$ cat config.mk
export PLATFORM = sky130hd
export DESIGN_NAME = pipe_hazard_ctrl
export DESIGN_NICKNAME = d
export VERILOG_FILES = /design/src/rtl/pipe_hazard_ctrl_pkg.sv /design/src/rtl/mem_wait_fsm.sv /design/src/rtl/pipe_hazard_ctrl.sv
export SDC_FILE = /design/constraint.sdc
export NUM_CORES = 1
export LEC_CHECK = 0
export BUFFER_PORTS_ARGS = -buffer_cell sky130_fd_sc_hd__buf_2
export CAP_MARGIN = 20
export CORE_MARGIN = 2
export CORE_UTILIZATION = 53
export DETAILED_ROUTE_END_ITERATION = 8
export GPL_TIMING_DRIVEN = 1
export PLACE_DENSITY = 0.86
export SYNTH_ARGS = -nofsm -noshare
export SYNTH_HDL_FRONTEND = slang
export SYNTH_SLANG_ARGS = --single-unit
$ cat constraint.sdc
create_clock -name clk -period 3.4 [get_ports clk]
set_clock_uncertainty 0.2 [all_clocks]
set_input_delay 0 -clock clk [delete_from_list [all_inputs] [get_ports clk]]
set_output_delay 0 -clock clk [all_outputs]
set_load 0.005 [all_outputs]
$ cat src/rtl/pipe_hazard_ctrl_pkg.sv
// Shared definitions for the pipeline hazard controller: index widths,
// counter default width, memory-wait FSM encodings and the control bundle.
package pipe_hazard_ctrl_pkg;

    localparam int unsigned REG_IDX_W = 5;
    localparam int unsigned CNT_W_DEF = 32;

    typedef enum logic [1:0] {
        MEM_IDLE = 2'd0,
        MEM_REQ  = 2'd1,
        MEM_RESP = 2'd2
    } mem_state_e;

    typedef struct packed {
        logic stall_if;
        logic stall_id;
        logic stall_ex;
        logic stall_ls;
        logic bubble_ex;
        logic bubble_ls;
        logic flush_id;
        logic redirect_fire;
    } hazard_ctl_t;

    function automatic logic src_hit(
        input logic                 used,
        input logic [REG_IDX_W-1:0] rs_idx,
        input logic [REG_IDX_W-1:0] rd_idx
    );
        return used && (rs_idx == rd_idx);
    endfunction

endpackage

$ cat src/rtl/mem_wait_fsm.sv
// Tracks an outstanding data-memory request from LS through its response,
// raising mem_stall while waiting and a sticky flag on stray response strobes.
module mem_wait_fsm
    import pipe_hazard_ctrl_pkg::*;
(
    input  logic       clk,
    input  logic       rst_n,
    input  logic       ls_req_valid,
    input  logic       ls_req_ready,
    input  logic       ls_resp_valid,
    output logic [1:0] mem_state,
    output logic       mem_stall,
    output logic       proto_err
);

    mem_state_e state_q, state_d;
    logic       proto_err_q, proto_err_d;

    always_ff @(posedge clk or negedge rst_n) begin
        if (!rst_n) begin
            state_q     <= MEM_IDLE;
            proto_err_q <= 1'b0;
        end else begin
            state_q     <= state_d;
            proto_err_q <= proto_err_d;
        end
    end

    always_comb begin
        state_d     = state_q;
        mem_stall   = 1'b0;
        proto_err_d = proto_err_q;
        case (state_q)
            MEM_REQ: begin
                mem_stall = 1'b1;
                if (ls_req_ready) state_d = MEM_RESP;
                if (ls_resp_valid) proto_err_d = 1'b1;
            end
            MEM_RESP: begin
                mem_stall = ~ls_resp_valid;
                if (ls_resp_valid) state_d = MEM_IDLE;
            end
            default: begin
                // Also covers the unused encoding, which recovers like IDLE.
                state_d   = MEM_IDLE;
                mem_stall = ls_req_valid;
                if (ls_req_valid) state_d = ls_req_ready ? MEM_RESP : MEM_REQ;
                if (ls_resp_valid) proto_err_d = 1'b1;
            end
        endcase
    end

    assign mem_state = state_q;
    assign proto_err = proto_err_q;

endmodule

$ cat src/rtl/pipe_hazard_ctrl.sv
// Pipeline hazard controller: prioritises memory wait, MDU busy, redirect and
// load-use hazards into stall/bubble/flush controls, plus performance counters.
module pipe_hazard_ctrl
    import pipe_hazard_ctrl_pkg::*;
#(
    parameter int unsigned CNT_W = CNT_W_DEF
) (
    input  logic                 clk,
    input  logic                 rst_n,
    input  logic [REG_IDX_W-1:0] rs1_id_idx,
    input  logic [REG_IDX_W-1:0] rs2_id_idx,
    input  logic                 rs1_used,
    input  logic                 rs2_used,
    input  logic [REG_IDX_W-1:0] ex_rd_idx,
    input  logic                 ex_wben,
    input  logic                 ex_is_load,
    input  logic                 ex_redirect,
    input  logic                 mdu_busy,
    input  logic                 ls_req_valid,
    input  logic                 ls_req_ready,
    input  logic                 ls_resp_valid,
    input  logic                 cnt_clr,
    output logic                 stall_if,
    output logic                 stall_id,
    output logic                 stall_ex,
    output logic                 stall_ls,
    output logic                 bubble_ex,
    output logic                 bubble_ls,
    output logic                 flush_id,
    output logic                 redirect_fire,
    output logic [1:0]           mem_state,
    output logic                 proto_err,
    output logic [CNT_W-1:0]     stall_cnt,
    output logic [CNT_W-1:0]     redirect_cnt
);

    logic        mem_stall;
    logic        load_use;
    hazard_ctl_t ctl;

    logic [CNT_W-1:0] stall_cnt_q, stall_cnt_d;
    logic [CNT_W-1:0] redirect_cnt_q, redirect_cnt_d;

    mem_wait_fsm u_mem_wait_fsm (
        .clk           (clk),
        .rst_n         (rst_n),
        .ls_req_valid  (ls_req_valid),
        .ls_req_ready  (ls_req_ready),
        .ls_resp_valid (ls_resp_valid),
        .mem_state     (mem_state),
        .mem_stall     (mem_stall),
        .proto_err     (proto_err)
    );

    always_comb begin
        load_use = ex_is_load && ex_wben && (ex_rd_idx != '0) &&
                   (src_hit(rs1_used, rs1_id_idx, ex_rd_idx) ||
                    src_hit(rs2_used, rs2_id_idx, ex_rd_idx));
    end

    // Strict priority: only the highest active hazard shapes the controls.
    always_comb begin
        ctl = '0;
        if (mem_stall) begin
            ctl.stall_if = 1'b1;
            ctl.stall_id = 1'b1;
            ctl.stall_ex = 1'b1;
            ctl.stall_ls = 1'b1;
        end else if (mdu_busy) begin
            ctl.stall_if  = 1'b1;
            ctl.stall_id  = 1'b1;
            ctl.stall_ex  = 1'b1;
            ctl.bubble_ls = 1'b1;
        end else if (ex_redirect) begin
            ctl.redirect_fire = 1'b1;
            ctl.flush_id      = 1'b1;
            ctl.bubble_ex     = 1'b1;
        end else if (load_use) begin
            ctl.stall_if  = 1'b1;
            ctl.stall_id  = 1'b1;
            ctl.bubble_ex = 1'b1;
        end
    end

    assign stall_if      = ctl.stall_if;
    assign stall_id      = ctl.stall_id;
    assign stall_ex      = ctl.stall_ex;
    assign stall_ls      = ctl.stall_ls;
    assign bubble_ex     = ctl.bubble_ex;
    assign bubble_ls     = ctl.bubble_ls;
    assign flush_id      = ctl.flush_id;
    assign redirect_fire = ctl.redirect_fire;

    always_comb begin
        stall_cnt_d    = stall_cnt_q;
        redirect_cnt_d = redirect_cnt_q;
        if (cnt_clr) begin
            stall_cnt_d    = '0;
            redirect_cnt_d = '0;
        end else begin
            if (ctl.stall_if)      stall_cnt_d    = stall_cnt_q + CNT_W'(1);
            if (ctl.redirect_fire) redirect_cnt_d = redirect_cnt_q + CNT_W'(1);
        end
    end

    always_ff @(posedge clk or negedge rst_n) begin
        if (!rst_n) begin
            stall_cnt_q    <= '0;
            redirect_cnt_q <= '0;
        end else begin
            stall_cnt_q    <= stall_cnt_d;
            redirect_cnt_q <= redirect_cnt_d;
        end
    end

    assign stall_cnt    = stall_cnt_q;
    assign redirect_cnt = redirect_cnt_q;

endmodule

* Word level (Yosys, flattened, before mapping)
Cells that the tools add are included.
Word-level totals: flip-flop bits (word level) 67, word-level logic and storage cells 47
Cells by class: eq/ne operators 6, reductions and logical operators 11, add/subtract/negate cells 2, bitwise logic cells 2, muxes and demuxes 22
Operators with widths (count):
- $mux W32 | 4
- $add A32 B1 Y32 const B | 2
- $mux W2 | 9
- $eq A5 B5 Y1 | 2
- $logic_and A1 B1 Y1 | 5
- $mux W1 | 5
- $reduce_bool A5 Y1 | 1
- $mux W4 | 1
- $ne A2 B2 Y1 const B | 2
- $pmux W2 S2 | 1
- $reduce_and A2 Y1 | 2
- $reduce_bool A2 Y1 | 2
- $mux W3 | 1
- $eq A2 B1 Y1 const B | 1
- $eq A2 B2 Y1 const B | 1
- $not A1 Y1 | 2
- $pmux W1 S2 | 1
- $logic_or A1 B1 Y1 | 1

* Longest topological paths before layout
Gate-level depths: netlist of the first run.
depth after elaboration 10, gate-level depth with buffers 11

* Modules after synthesis
Synthesis of the first run repeated with hierarchy kept, for this count alone.
Second synthesis, totals: cells, all modules 396, area, all modules 3706.1 µm²
By module, submodules not included:
- pipe_hazard_ctrl | times used 1, area each 3513.4 µm², seq. area each 1601.5 µm², cells an instance 376
- mem_wait_fsm | times used 1, area each 192.7 µm², seq. area each 75.1 µm², cells an instance 20

* Worst setup path after synthesis of the first run
No wires, ideal clock.
path type register -> register, from reg u_mem_wait_fsm.state_q[0] (netlist: u_mem_wait_fsm.mem_state[0]), to reg stall_cnt_q[5] (netlist: stall_cnt[5]), setup slack 871 ps, data arrival time 2201 ps, cell stages (with the launch flop) 11, library setup time 127 ps, buffers on the path 2, data required time 3073 ps, cell sequence dfrtp_1 inv_1 ha_1 o31a_1 buf_4 nor2_1 inv_2 a31o_1 buf_2 nand4_1 mux2_1
On the way: word-level cells in the longest chain between the ends 4
Ends and longest elaborated chain:
- from (decl) | RTL line mem_wait_fsm.sv:16 | mem_state_e state_q, state_d;
- from (signal assigned) | RTL line mem_wait_fsm.sv:24 | state_q <= state_d;
- $eq A2 B2 Y1 or $eq A2 B1 Y1 (tied branches) | RTL line mem_wait_fsm.sv:33 | case (state_q)
- $pmux W1 S2 (*) | RTL line mem_wait_fsm.sv:33
- $mux W3 (*) | RTL line pipe_hazard_ctrl.sv:64 | if (mem_stall) begin
- $reduce_bool A2 Y1 (no line) (*)
- to (signal assigned) | RTL line pipe_hazard_ctrl.sv:111 | stall_cnt_q <= stall_cnt_d;
- to (decl) | RTL line pipe_hazard_ctrl.sv:41 | logic [CNT_W-1:0] stall_cnt_q, stall_cnt_d;
Every way passes the cells marked *; elsewhere a longest branch is shown, timed or not. A chain may end at the register's enable or synchronous reset.

* Worst setup path in the final report of the first run
from reg u_mem_wait_fsm.state_q[0] (netlist: u_mem_wait_fsm.mem_state[0]), to reg stall_cnt_q[24] (netlist: stall_cnt[24])
The elaborated chain is that of the path after synthesis.

==> results of run 1 <==
[flip-flops by register name (all words and copies together) (netlist names)]
register and flops:
u_mem_wait_fsm.proto_err 1, u_mem_wait_fsm.mem_state 2, stall_cnt 32, redirect_cnt 32
[cells by family after synthesis]
group                    after synthesis  share of synthesized area
buffers and inverters                 32                    0.04539
flip-flops                            67                     0.4539
multiplexers                           5                    0.01423
XOR/XNOR                              44                     0.1043
AND/OR/NAND/NOR                      164                     0.2466
AO/OA/AOI/OAI                         70                     0.1220
adder cells (fa/ha/maj)                4                    0.01355
[tightest hold or removal path, stage by stage]
cell                      delay, ns
sky130_fd_sc_hd__buf_2         0.12
sky130_fd_sc_hd__nand4_1       0.12
sky130_fd_sc_hd__nor3_2        0.10
sky130_fd_sc_hd__xnor2_1       0.14
sky130_fd_sc_hd__nor2_1        0.04
[layer usage]
metal | GRT usage | up-vias
met5 | 0 | -
met4 | 0.07972 | 0
met2 | 0.3767 | 94
li1 | - | 1578
met3 | 0.05687 | 12
met1 | 0.2928 | 1570
[final timing paths]
kind                                                          from                              endpoint  cells past startpoint
hold reg to reg               u_mem_wait_fsm.proto_err$_DFFE_PN0P_  u_mem_wait_fsm.proto_err$_DFFE_PN0P_                      1
max in group asynchronous                                    rst_n             stall_cnt[30]$_DFFE_PN0P_                      4
min in group asynchronous                                    rst_n          redirect_cnt[24]$_DFFE_PN0P_                      3
hold / removal                                         ex_redirect           redirect_cnt[4]$_DFFE_PN0P_                      5
setup / recovery           u_mem_wait_fsm.mem_state[0]$_DFFE_PN0P_             stall_cnt[24]$_DFFE_PN0P_                      7
setup reg to reg           u_mem_wait_fsm.mem_state[0]$_DFFE_PN0P_             stall_cnt[24]$_DFFE_PN0P_                      7
[area by class of cell]
cell class,count,area (µm²),share of cell area
tap,80,100.1,0.02212
inverter,14,52.55,0.01161
sequential,67,1677,0.3705
clock buffer,12,145.1,0.03207
multi-input combinational,287,1849,0.4086
timing repair buffer,113,628.1,0.1388
clock inverter,4,73.82,0.01631
[through the flow]
stage | area, µm² | util
after floorplan | 3694 | -
after global placement | 4207 | 0.6226
after detailed placement | 4207 | 0.6226
after CTS | 4496 | 0.6654
after global routing | 4526 | 0.6698
final | 4526 | 0.6698
[power by group]
| part | switching, µW | total, µW | internal [µW] |
|---|---|---|---|
| registers | 24.0 | 844 | 819 |
| clock network | 296 | 730 | 434 |
| logic | 180 | 314 | 135 |
| total | 499 | 1890 | 1390 |
[cells in the final DEF (no fill, tap or decap), types with 7 or more instances in the layout]
cell and count:
sky130_fd_sc_hd__buf_2 101, sky130_fd_sc_hd__dfrtp_1 67, sky130_fd_sc_hd__nor2_1 44, sky130_fd_sc_hd__a21oi_1 29
sky130_fd_sc_hd__xor2_1 28, sky130_fd_sc_hd__nand2_1 22, sky130_fd_sc_hd__nand3_1 19, sky130_fd_sc_hd__or3_1 18
sky130_fd_sc_hd__xnor2_1 16, sky130_fd_sc_hd__nand4_1 15, sky130_fd_sc_hd__inv_1 13, sky130_fd_sc_hd__o21ai_1 13
sky130_fd_sc_hd__clkbuf_8 10, sky130_fd_sc_hd__o31ai_1 9, sky130_fd_sc_hd__or4_1 9, sky130_fd_sc_hd__and4_1 8
sky130_fd_sc_hd__and3_1 8, sky130_fd_sc_hd__dlygate4sd3_1 8, sky130_fd_sc_hd__and2_1 7
==> reports/summary.md, run 1 <==
The run finished with clean final reports. The max-slew violation count was 0. From synthesis to final layout, the design area changed by 22.53%.

The static power due to leakage was 0.002151 µW. Yosys printed 0 warnings. Once detail routing completed, the nets flagged for antenna violations numbered 0. Counting along the longest clock path gives a buffer depth of 2. For this design the ratio of total power to cell area is 417.1 nW/µm². Traced cell by cell, the critical path runs through inv_1, ha_1, o31a_1, o211ai_1, a21boi_2, or4_1, a21oi_1. After detailed routing, the number of vias per cell comes to 5.640.

The tools report the worst max-slew margin expressed relative to the limit as 0.4690. Summed over all nets, the half-perimeter wirelength after detailed placement is 5894 µm. The tools report the sequential share of the synthesized area as 0.4539.

Count of buffer and inverter cells on the critical path: 1. The worst setup path is launched from a flop. Summing over every cut layer, the via total after detailed routing is 3254. The highest achievable clock rate is 0.3589 GHz.

The overall global routing resource usage was 0.2285; the final global-route overflow total was 0. The flop and latch count out of synthesis is 67, and the number of port buffers is 101. The top cell family by delay on the critical path was compound AO/OA/AOI/OAI gates. Slowest cell on the critical path: sky130_fd_sc_hd__a21boi_2. The tools report the last weighted congestion value of the routability-driven placer as 0.8062. The critical path is of the flop to flop type.

The logs give 489 µm for the sum of met3 wire segment lengths after detailed routing and 157 for the number of violations reported at the end of detailed-routing iteration 0. Most used standard cell by instance count after synthesis: sky130_fd_sc_hd__dfrtp_1. Across the run, the number of max-cap violations was 0. Total wire length after detailed routing: 8509 µm. For this design, the sink count on the clock tree is 67.

The number of enable flip-flop cells after synthesis works out to 0. The number of global-route vias before repair is 3017, and the hold violation count in the final report is 0. Largest fanout on the critical path: 22. Averaged over all synthesized cells, the footprint is 9.569 µm². The routed length on met2 is 4105 µm.

The share of cells above drive strength 1 came out at 0.2676. For the count of fill cells added during filler insertion, the log shows 555. TritonCTS built the clock tree. The tightest hold path in the finished design has a slack of 0.01458 ns.

The clock slew seen by the registers of the worst setup and hold paths was 0.07 ns. The net count after synthesis is 417. In this run the standard cell core region covers 6756 µm². The run gives 0 as the number of setup buffers added after CTS. Dividing the detail-routed wire length by the instance count gives 14.75 µm. Sorting the synthesized cells by how often they occur yields sky130_fd_sc_hd__dfrtp_1 (67), sky130_fd_sc_hd__nor2_1 (44), sky130_fd_sc_hd__a21oi_1 (29), sky130_fd_sc_hd__xor2_1 (28), sky130_fd_sc_hd__nand2_1 (22). The number of diodes came out at 0. In this run, post-CTS repair resized a total of 0 instances. Once layout is complete, the cells apart from fillers number 577. Counting I/O delays and the setup requirement, the final critical path takes 2.786 ns. The proportion of register bits with asynchronous set or reset after synthesis came out at 1.000. The slew at the pin closest to its max-slew limit came out at 0.7918 ns. The logs give 46 for the number of distinct library cells after synthesis and 0 for the total of endpoints with negative setup slack in the final report.

The number of placed cells counting well taps is 552. Setup repair after global routing left no endpoint under its margin. Overall power consumption after layout is estimated at 1887 µW. Share of the cycle needed by the critical path after routing: 0.8195. Data on the critical path arrives at its endpoint at 2.78 ns. The placement-stage worst setup slack was 0.6406 ns. The worst voltage drop across the vdd grid came out at 0.3093 mV. At the end of the flow, the number of nets in the layout was 523. The hold-fix buffer count after cts was 7; the number of instances in the synthesized netlist was 386. Setup slack closes at 0.6136 ns. The H-tree was split into 3 levels. In this run the clock root is driven by a sky130_fd_sc_hd__clkbuf_8.

The wire length on met1 was 3784 µm. The worst hold path belongs to the class primary input to flop. For this run, the leading register cell type out of synthesis is sky130_fd_sc_hd__dfrtp_1.

STA classifies the critical path endpoint as a flop. The uppermost layer routed was met4. The floorplan has 30 rows.

The total standard cell area after synthesis is 3694 µm², and the proportion of netlist area held by the largest area contributor is 0.4539. The internal reg-to-reg setup slack came out at 0.61 ns. The tools report the area enclosed by the die boundary as 7653 µm². Initial core utilization: 0.5467. Summed over all instances, the cell type with the most area after synthesis is sky130_fd_sc_hd__dfrtp_1. Entering global routing, the biggest net connects 46 pins. For the worst-skew pair, the clock arrives at the later sink with an insertion delay of 0.34 ns.

Adding up every negative setup slack in the final design gives 0 ns. The peak per-stage delay on the critical path was 0.65 ns; the residual DRC count was 0. The top-level I/O count was 102; the iteration count of the initial detailed-routing pass was 4. Sorting the synthesized cells by area gives the leading types as sky130_fd_sc_hd__dfrtp_1 (45%), sky130_fd_sc_hd__xor2_1 (6.6%), sky130_fd_sc_hd__nor2_1 (4.5%), sky130_fd_sc_hd__a21oi_1 (3.9%), sky130_fd_sc_hd__xnor2_1 (3.8%). The number of clock buffers added by TritonCTS is 9. The x dimension of the die was 87.48 µm; the first-pass GRT wire length was 13690 µm.

Number of antenna violations at the first check in global routing: 0. The die is 87.48 µm tall. The data required time at the worst endpoint is 3.39 ns.
Power figures use the tool's default switching activity.
==> inputs of run 2 (changes only) <==
Clock period 3.4 ns to 2.7 ns, I/O delays scaled along.
==> reports/summary.md, run 2 (same netlist as run 1, synthesis figures left out) <==
The tools report the post-route worst setup slack as 0.1368 ns (was 0.6136 ns). The areal power density over the cells is 536.9 nW/µm² (was 417.1 nW/µm²), and the vias after detailed routing is 3256 (was 3254). The number of sinks on the clock net was 67 (unchanged); the max-slew violation count was 0 (unchanged).

Most common cell after layout, fill and taps aside: sky130_fd_sc_hd__buf_2 (unchanged). Area enclosed by the die boundary: 7653 µm² (unchanged). The clock root buffer master is sky130_fd_sc_hd__clkbuf_8 (unchanged). Most used cells in the layout excluding fill and tap cells: sky130_fd_sc_hd__buf_2 (101), sky130_fd_sc_hd__dfrtp_1 (67), sky130_fd_sc_hd__nor2_1 (44), sky130_fd_sc_hd__a21oi_1 (29), sky130_fd_sc_hd__xor2_1 (28) (unchanged). The tools report the signal arrival time at the worst endpoint as 2.63 ns (was 2.78 ns).

The type of the worst setup path is flop to flop (unchanged). The launch point of the worst reg-to-reg path was u_mem_wait_fsm.mem_state[0]$_DFFE_PN0P_ (unchanged). The tools report the largest net degree at the start of global routing as 39 (was 46). The instance area at placement is 4272 µm² (was 4207 µm²). Setup repair after global routing left no endpoint under its margin. The run finished with clean final reports. The sum of negative setup slack was 0 ns (unchanged); the first-pass GRT wire length was 13740 µm (was 13690 µm). The tools report the critical path startpoint category as a flop (unchanged). The overall power of the completed layout was 2452 µW (was 1887 µW).

The last weighted congestion value of the routability-driven placer is 0.8384 (was 0.8062). Number of cells traversed by the worst register-to-register path: 9 (was 7). The initial core utilization is 0.5467 (unchanged). The number of global-route vias before repair was 3020 (was 3017). Placement-stage worst setup slack: 0.1824 ns (was 0.6406 ns).

Slowest cell on the critical path: sky130_fd_sc_hd__or4_1 (was sky130_fd_sc_hd__a21boi_2). TritonCTS built the clock tree. The ratio of routed vias to standard cells works out to 5.604 (was 5.640). The x dimension of the die was 87.48 µm (unchanged); the highest achievable clock rate was 0.3901 GHz (was 0.3589 GHz).

Crit path cell chain: inv_1, ha_1, nand2b_1, o31a_1, o211ai_1, a21boi_2, buf_4, or4_1, a21oi_1 (was inv_1, ha_1, o31a_1, o211ai_1, a21boi_2, or4_1, a21oi_1). The tools report the start point of the critical path as u_mem_wait_fsm.mem_state[0]$_DFFE_PN0P_ (unchanged). The final global-route overflow total is 0 (unchanged), and the number of violations reported at the end of detailed-routing iteration 0 is 178 (was 157). The iteration count of the initial detailed-routing pass came out at 4 (unchanged). The tools report the HPWL after detailed placement as 5960 µm (was 5894 µm). The run gives 6756 µm² (unchanged) as the standard cell core area. The H-tree level count came out at 3 (unchanged). The worst-case clock buffer depth was 2 (unchanged). The logs give 0 (unchanged) for the number of instances resized during post-cts repair and 0 (unchanged) for the residual DRC count.

The termination of the worst setup path is stall_cnt[28]$_DFFE_PN0P_ (was stall_cnt[24]$_DFFE_PN0P_). The logs give 0 (unchanged) for the total of endpoints with negative setup slack in the final report and 30 (unchanged) for the standard-cell row count. Overall global routing resource usage: 0.2296 (was 0.2285). Nature of the critical path endpoint: a flop (unchanged). The internal reg-to-reg setup slack is 0.14 ns (was 0.61 ns). Number of port buffers: 101 (unchanged).

The hold violation count in the final report was 0 (unchanged); the share of the cycle needed by the critical path after routing was 0.9494 (was 0.8195). The number of buffers inserted during clock tree synthesis was 9 (unchanged). The final critical delay including setup and external delays was 2.563 ns (was 2.786 ns). The static power due to leakage was 0.002173 µW (was 0.002151 µW). The worst slack on hold paths came out at 0.02205 ns (was 0.01458 ns). The peak per-stage delay on the critical path works out to 0.48 ns (was 0.65 ns). The class of the worst hold path was primary input to async pin (was primary input to flop). Top-level I/O count: 102 (unchanged). The worst max-slew margin expressed relative to the limit was 0.5341 (was 0.4690); the total wire length after detailed routing was 8656 µm (was 8509 µm). The die height came out at 87.48 µm (unchanged).

The synthesis-to-layout area growth is 23.64% (was 22.53%). The capturing point of the worst reg2reg path is stall_cnt[28]$_DFFE_PN0P_ (was stall_cnt[24]$_DFFE_PN0P_). The layout net count came out at 527 (was 523). The data required time at the worst endpoint was 2.77 ns (was 3.39 ns); the worst voltage drop across the vdd grid was 0.3211 mV (was 0.3093 mV). For the number of antenna violations at the first check in global routing, the log shows 0 (unchanged). Slew at the pin closest to its max-slew limit: 0.6989 ns (was 0.7918 ns).

The insertion delay to the later sink of the worst-skew pair is 0.35 ns (was 0.34 ns). The average wire per standard cell is 14.90 µm (was 14.75 µm), and the reported max-cap violation count is 0 (unchanged). The post-detailed-route count of antenna-violating nets was 0 (unchanged); the share of cells above drive strength 1 was 0.2814 (was 0.2676). For the number of diodes, the log shows 0 (unchanged). The largest fanout on the critical path came out at 22 (unchanged). The post-layout instance area was 4567 µm² (was 4526 µm²); the clock slew seen by the registers of the worst setup and hold paths was 0.08 ns (was 0.07 ns).
run 2: changes by cell type in the layout (fill, tap and decap cells not counted), sizes merged:
cell,change
buf,+6
clkinv,-2
clkinvlp,+2
dlygate4sd3,-2
clkbuf,-1
inv,+1
run 2: per-stage QoR:
stage | cells | util
finish | 581 | 0.6759
global route | 581 | 0.6759
CTS | 581 | 0.6759
detailed placement | 559 | 0.6322
global placement | 559 | 0.6322
floorplan | 386 | -
run 2: how the worst min path moves through the flow:
stage / start / to / cells past startpoint
2_1_floorplan: rst_n / redirect_cnt[0]$_DFFE_PN0P_ / 0
3_3_place_gp: rst_n / redirect_cnt[24]$_DFFE_PN0P_ / 1
3_5_place_dp: rst_n / redirect_cnt[23]$_DFFE_PN0P_ / 1
4_1_cts: rst_n / redirect_cnt[23]$_DFFE_PN0P_ / 2
5_1_grt: ex_wben / stall_cnt[4]$_DFFE_PN0P_ / 5
6_report: rst_n / redirect_cnt[23]$_DFFE_PN0P_ / 2
run 2: report_power, final:
part	leakage, µW	switching [µW]	internal, µW
registers	0.000927	32.0	1030
logic	0.00113	231	183
clock network	0.000112	401	573
total	0.00217	664	1790
run 2: critical path: cells and delay by family (launching register included):
kind,cells,cell delay [ns]
adders and majority gates,1,0.36
DFF,1,0.42
and+or+nand+nor,2,0.58
AOI/OAI and AO/OA,4,0.65
buffers and inverters,2,0.28
run 2: layout make-up:
type	instances	area [µm²]
multi-input cells	287	1849
well taps	80	100.1
inverters	14	52.55
clock inverters	5	83.83
clock buffers	11	151.4
flip-flops and latches	67	1677
fillers	535	2190
repair buffers	117	653.1
run 2: timing repair:
action | 4_1_cts | 5_1_grt
hold buffers | 6 | 0
setup endpoints to repair | 0 | 0
setup buffers | 0 | 0
hold endpoints to repair | 66 | 0
run 2: per-layer routing:
layer / global-route usage / vias up / part of all wire
li1: - / 1587 / -
met1: 0.2882 / 1568 / 0.43
met2: 0.3788 / 92 / 0.50
met3: 0.07678 / 9 / 0.063
met4: 0.06434 / 0 / 0.0075
met5: 0 / - / 0
